### config.mk
export PLATFORM = sky130hd
export DESIGN_NAME = fill_scan_controller
export DESIGN_NICKNAME = d
export VERILOG_FILES = /design/src/rtl/fill_scan_controller.sv
export SDC_FILE = /design/constraint.sdc
export NUM_CORES = 1
export LEC_CHECK = 0
export ABC_AREA = 1
export CAP_MARGIN = 5
export CELL_PAD_IN_SITES_DETAIL_PLACEMENT = 2
export CELL_PAD_IN_SITES_GLOBAL_PLACEMENT = 2
export CORE_MARGIN = 5
export CORE_UTILIZATION = 27
export DETAILED_ROUTE_END_ITERATION = 10
export PLACE_DENSITY = 0.83
export SYNTH_ARGS = -nofsm -noshare
export SYNTH_HDL_FRONTEND = slang
export SYNTH_SLANG_ARGS = --single-unit
### constraint.sdc
create_clock -name clk -period 2.3 [get_ports clk]
set_clock_uncertainty 0.15 [all_clocks]
set_input_delay 0.345 -clock clk [delete_from_list [all_inputs] [get_ports clk]]
set_output_delay 0.345 -clock clk [all_outputs]
set_load 0.05 [all_outputs]
### src/rtl/fill_scan_controller.sv
// Scanline fill sequencer: walks rows y_start..y_end, handshaking edge math and row fill per row.
// Optional wait-state watchdog enabled by defining FILL_TIMEOUT_EN.
module fill_scan_controller #(
  parameter int Y_WIDTH        = 10,
  parameter int TIMEOUT_CYCLES = 1024
) (
  input  logic               clk,
  input  logic               n_rst,
  input  logic               fill_en,
  input  logic [Y_WIDTH-1:0] y_start,
  input  logic [Y_WIDTH-1:0] y_end,
  input  logic               abort,
  input  logic               math_done,
  input  logic               fill_done,
  output logic               math_start,
  output logic               row_start,
  output logic               fill_start,
  output logic [Y_WIDTH-1:0] cur_row,
  output logic               busy,
  output logic               done,
  output logic               timeout_err
);

  localparam logic [2:0] S_IDLE      = 3'd0;
  localparam logic [2:0] S_ROW       = 3'd1;
  localparam logic [2:0] S_MATH_WAIT = 3'd2;
  localparam logic [2:0] S_FILL      = 3'd3;
  localparam logic [2:0] S_FILL_WAIT = 3'd4;
  localparam logic [2:0] S_DONE      = 3'd5;

  logic [2:0]         state;
  logic               fill_en_q;
  logic [Y_WIDTH-1:0] y_end_q;
  logic               start_req;
  logic               wd_expire;

  assign start_req = fill_en & ~fill_en_q;

`ifdef FILL_TIMEOUT_EN
  localparam int CNT_W = (TIMEOUT_CYCLES > 1) ? $clog2(TIMEOUT_CYCLES) : 1;
  localparam logic [CNT_W-1:0] CNT_LAST = CNT_W'(TIMEOUT_CYCLES - 1);

  logic [CNT_W-1:0] wd_count;
  logic             timeout_q;

  // Expiry only counts when the awaited strobe is absent this cycle.
  assign wd_expire = (wd_count == CNT_LAST) &&
                     (((state == S_MATH_WAIT) && !math_done) ||
                      ((state == S_FILL_WAIT) && !fill_done));

  always_ff @(posedge clk or negedge n_rst) begin
    if (!n_rst) begin
      wd_count  <= '0;
      timeout_q <= 1'b0;
    end else begin
      if ((state == S_MATH_WAIT) || (state == S_FILL_WAIT))
        wd_count <= wd_count + CNT_W'(1);
      else
        wd_count <= '0;
      timeout_q <= wd_expire && !abort;
    end
  end

  assign timeout_err = timeout_q;
`else
  logic unused_timeout_cfg;
  assign unused_timeout_cfg = (TIMEOUT_CYCLES != 0);
  assign wd_expire   = 1'b0;
  assign timeout_err = 1'b0;
`endif

  always_ff @(posedge clk or negedge n_rst) begin
    if (!n_rst) begin
      state     <= S_IDLE;
      fill_en_q <= 1'b0;
      cur_row   <= '0;
      y_end_q   <= '0;
    end else begin
      fill_en_q <= fill_en;
      // Abort wins over every strobe and the watchdog.
      if ((state != S_IDLE) && abort) begin
        state <= S_IDLE;
      end else begin
        case (state)
          S_IDLE: begin
            if (start_req && !abort) begin
              y_end_q <= y_end;
              cur_row <= y_start;
              state   <= (y_start > y_end) ? S_DONE : S_ROW;
            end
          end
          S_ROW:       state <= S_MATH_WAIT;
          S_MATH_WAIT: begin
            if (math_done)      state <= S_FILL;
            else if (wd_expire) state <= S_IDLE;
          end
          S_FILL:      state <= S_FILL_WAIT;
          S_FILL_WAIT: begin
            if (fill_done) begin
              // Equality test avoids wrapping when y_end is the top row.
              if (cur_row == y_end_q) begin
                state <= S_DONE;
              end else begin
                cur_row <= cur_row + Y_WIDTH'(1);
                state   <= S_ROW;
              end
            end else if (wd_expire) begin
              state <= S_IDLE;
            end
          end
          S_DONE:  state <= S_IDLE;
          default: state <= S_IDLE;
        endcase
      end
    end
  end

  assign math_start = (state == S_ROW);
  assign row_start  = (state == S_ROW);
  assign fill_start = (state == S_FILL);
  assign busy       = (state != S_IDLE);
  assign done       = (state == S_DONE);

endmodule

==> impl_metrics.ini <==
[clocking]
cts-buffers-inserted = 3
clkLatencyLatePin_ns = 0.27
htree_levels = 1
cts_num_sinks = 24
ctsLongestPathBuffers = 2
cts_root_buffer = clkbuf_8
clock_pin_slew_worst_setup_and_hold_paths_ns = 0.10
number_of_cells_upsized_or_downsized_after_cts = 0
clock_tree_from_tritoncts = done
post_cts_setup_buffers = 0
number_of_buffers_added_to_fix_hold_violations_after_cts = 0

[logic_synthesis]
yosysSeqAreaShare_pct = 32.5
post_synth.cell_area_avg_um2 = 6.80
synth-warning-count = 0
syn_area_mm2 = 0.00185
yosys_register_bits = 24
post_synth_inst_count = 272
synth.distinct_cells = 29
synth.net_count = 309

[timing]
slew_viol_final = 0
finalHoldViolations = 0
max_clock_freq_mhz = 474
post-route-period-util_pct = 91.7
totalNegativeSetupSlack_ns = 0
setup_violations = 0
slew_headroom_pct = 66.7
period_minus_slack_ns = 2.11
worst_pin_slew_ns = 0.498
rsz0062_at_grt = false

[grt]
grt-ovfl-total = 0
met1_usage_pct = 19.1
antenna_violations_before_repair = 0
grt_first_pass_wirelength_mm = 9.87
grt_util_all_layers_pct = 14.3
globalRoute.busiestLayer = met2
vias_in_the_first_global_route = 2063
grt_use_met3_pct = 1.87
grt_start_max_net_pins = 25
grt.met2_usage_pct = 24.4

[critical_path]
cp_top_family = buffers and inverters
crit_path_cell_trace = clkdlybuf4s50_1
slowest_delay_ns = 0.86
r2r_cells = 9
slowest_stage = clkdlybuf4s50_1
cp_num_buf_inv = 1
worst_setup_end_kind = primary output
worst_setup_path_start_kind = flop
crit_path_max_fanout = 7
worstSetupPathDepth = 1
critPathRequiredTime_ns = 1.80
worstSetupPathType = flop to primary output
crit_arrival_ns = 1.61

[hold_path]
hold_path_class = primary input to asynchronous set/reset pin

[die]
dieArea_mm2 = 0.00860
ports_placed_on_the_boundary = 42
initial_core_utilization_pct = 27.5
core.rowCount = 30
chipWidth_um = 92.8
floorplan.core_area_mm2 = 0.00672
floorplan.die.height_um = 92.8

[pwr]
cellLeakagePower_nw = 1.27
power.density_mw_per_mm2 = 1230
vdd_ir_drop_max_mv = 0.462

[final_layout]
area_growth_pct = 29.2
multi_input_area_mm2 = 0.00103
final.fill_count = 796
layout-drive-gt1-share_pct = 9.21
register_area_um2 = 601
final_core_utilization_pct = 35.5
nets = 353
num_antenna_cells = 0

[placement]
place.gp.congestion = 0.748
buffer_ports.inserted = 40
place.detailed.hpwl_mm = 4.63

[route]
routed-via-count = 1857
drt_drc_violations_left = 0
first_iter_violations = 36
dr.pass1.iters = 4
detail_route.vias_per_cell = 4.70
postRouteAntennaNets = 0
wirelength_mm = 5.84
wl_per_cell_um = 14.8

[run_status]
outcome = finished clean

[flow_run]
max_cap_violations = 0
[synthesized netlist by cell type (all sizes together)]
master,instances,share of area (%)
nand3,21,6.4
nand4,2,0.68
nor3,4,1.1
buf,4,1.6
inv,48,10
nand3b,1,0.41
o21bai,2,0.81
nor2,16,4.7
xnor2,4,1.9
o21ai,17,5.4
clkbuf,1,0.20
nand2,107,23
a21oi,7,2.5
dfrtp,24,32
ha,11,7.4
mux2i,1,0.54
conb,1,0.20
xor2,1,0.47
[layer usage]
layer / wire length [um] / vias to the layer above
met1: 2750 / 901
li1: - / 919
met3: 144 / 10
met5: 0 / -
met2: 2840 / 27
met4: 107 / 0
[registers in the layout, indices dropped and copies added, names as in the netlist]
register	cells
state	3
cur_row	10
fill_en_q	1
y_end_q	10
[cell usage in the layout, fill, tap and decap left out, types with 6 or more instances in the layout]
master           synthesis  layout
nand2_1                102     102
inv_1                   46      46
clkdlybuf4s50_1          0      35
dfrtp_1                 24      24
nand3_1                 20      20
nor2_1                  13      13
o21ai_0                 13      13
ha_1                    11      11
buf_4                    2       9
a21oi_1                  6       6
[report_power, final]
group          internal (W)  total (W)  switching [W]  leakage, nW
logic              0.000604    0.00180        0.00119        0.939
registers          0.000614   0.000839       0.000225        0.300
clock network      0.000153   0.000305       0.000152       0.0288
[path summary, 6_finish.rpt]
path | startpoint | to | slack, ns
min in group clk | fill_en | fill_en_q | 0.39
min | n_rst | y_end_q[5] | 0.29
max reg2reg | state[0] | cur_row[7] | 0.35
min reg2reg | y_end_q[2] | y_end_q[2] | 0.39
max in group asynchronous | n_rst | state[1] | 1.45
max | cur_row[0] | cur_row[0] | 0.19
[stage by stage]
step                hold slack, ns  instances  setup slack [ns]  total power, W  area [um^2]
floorplan                   -0.101        272             0.206         0.00208         1850
global placement             0.341        391             0.188         0.00257         2330
detailed placement           0.365        391             0.114         0.00265         2330
CTS                          0.305        395             0.164         0.00299         2390
global route                 0.316        395             0.103         0.00319         2390
finish                       0.288        395             0.191         0.00294         2390
[layout make-up]
class | instances | share of cell area [%]
clock buffers | 4 | 2.30
inverters | 48 | 7.75
multi-input cells | 195 | 43.1
flip-flops and latches | 24 | 25.1
well taps | 80 | 4.19
repair buffers | 44 | 17.5
[logic make-up (layout without fill, tap and decap cells)]
group / count (synthesis) / count (layout) / share of synthesized area [%]
AND/OR/NAND/NOR: 151 / 151 / 36.4
buffers and inverters: 53 / 96 / 11.8
AO/OA/AOI/OAI: 26 / 26 / 8.73
flip-flops: 24 / 24 / 32.5
adder cells (fa/ha/maj): 11 / 11 / 7.44
XOR/XNOR: 5 / 5 / 2.37
other: 1 / 1 / 0.203
multiplexers: 1 / 1 / 0.541
Note: power is estimated with default switching activity, not from simulation.
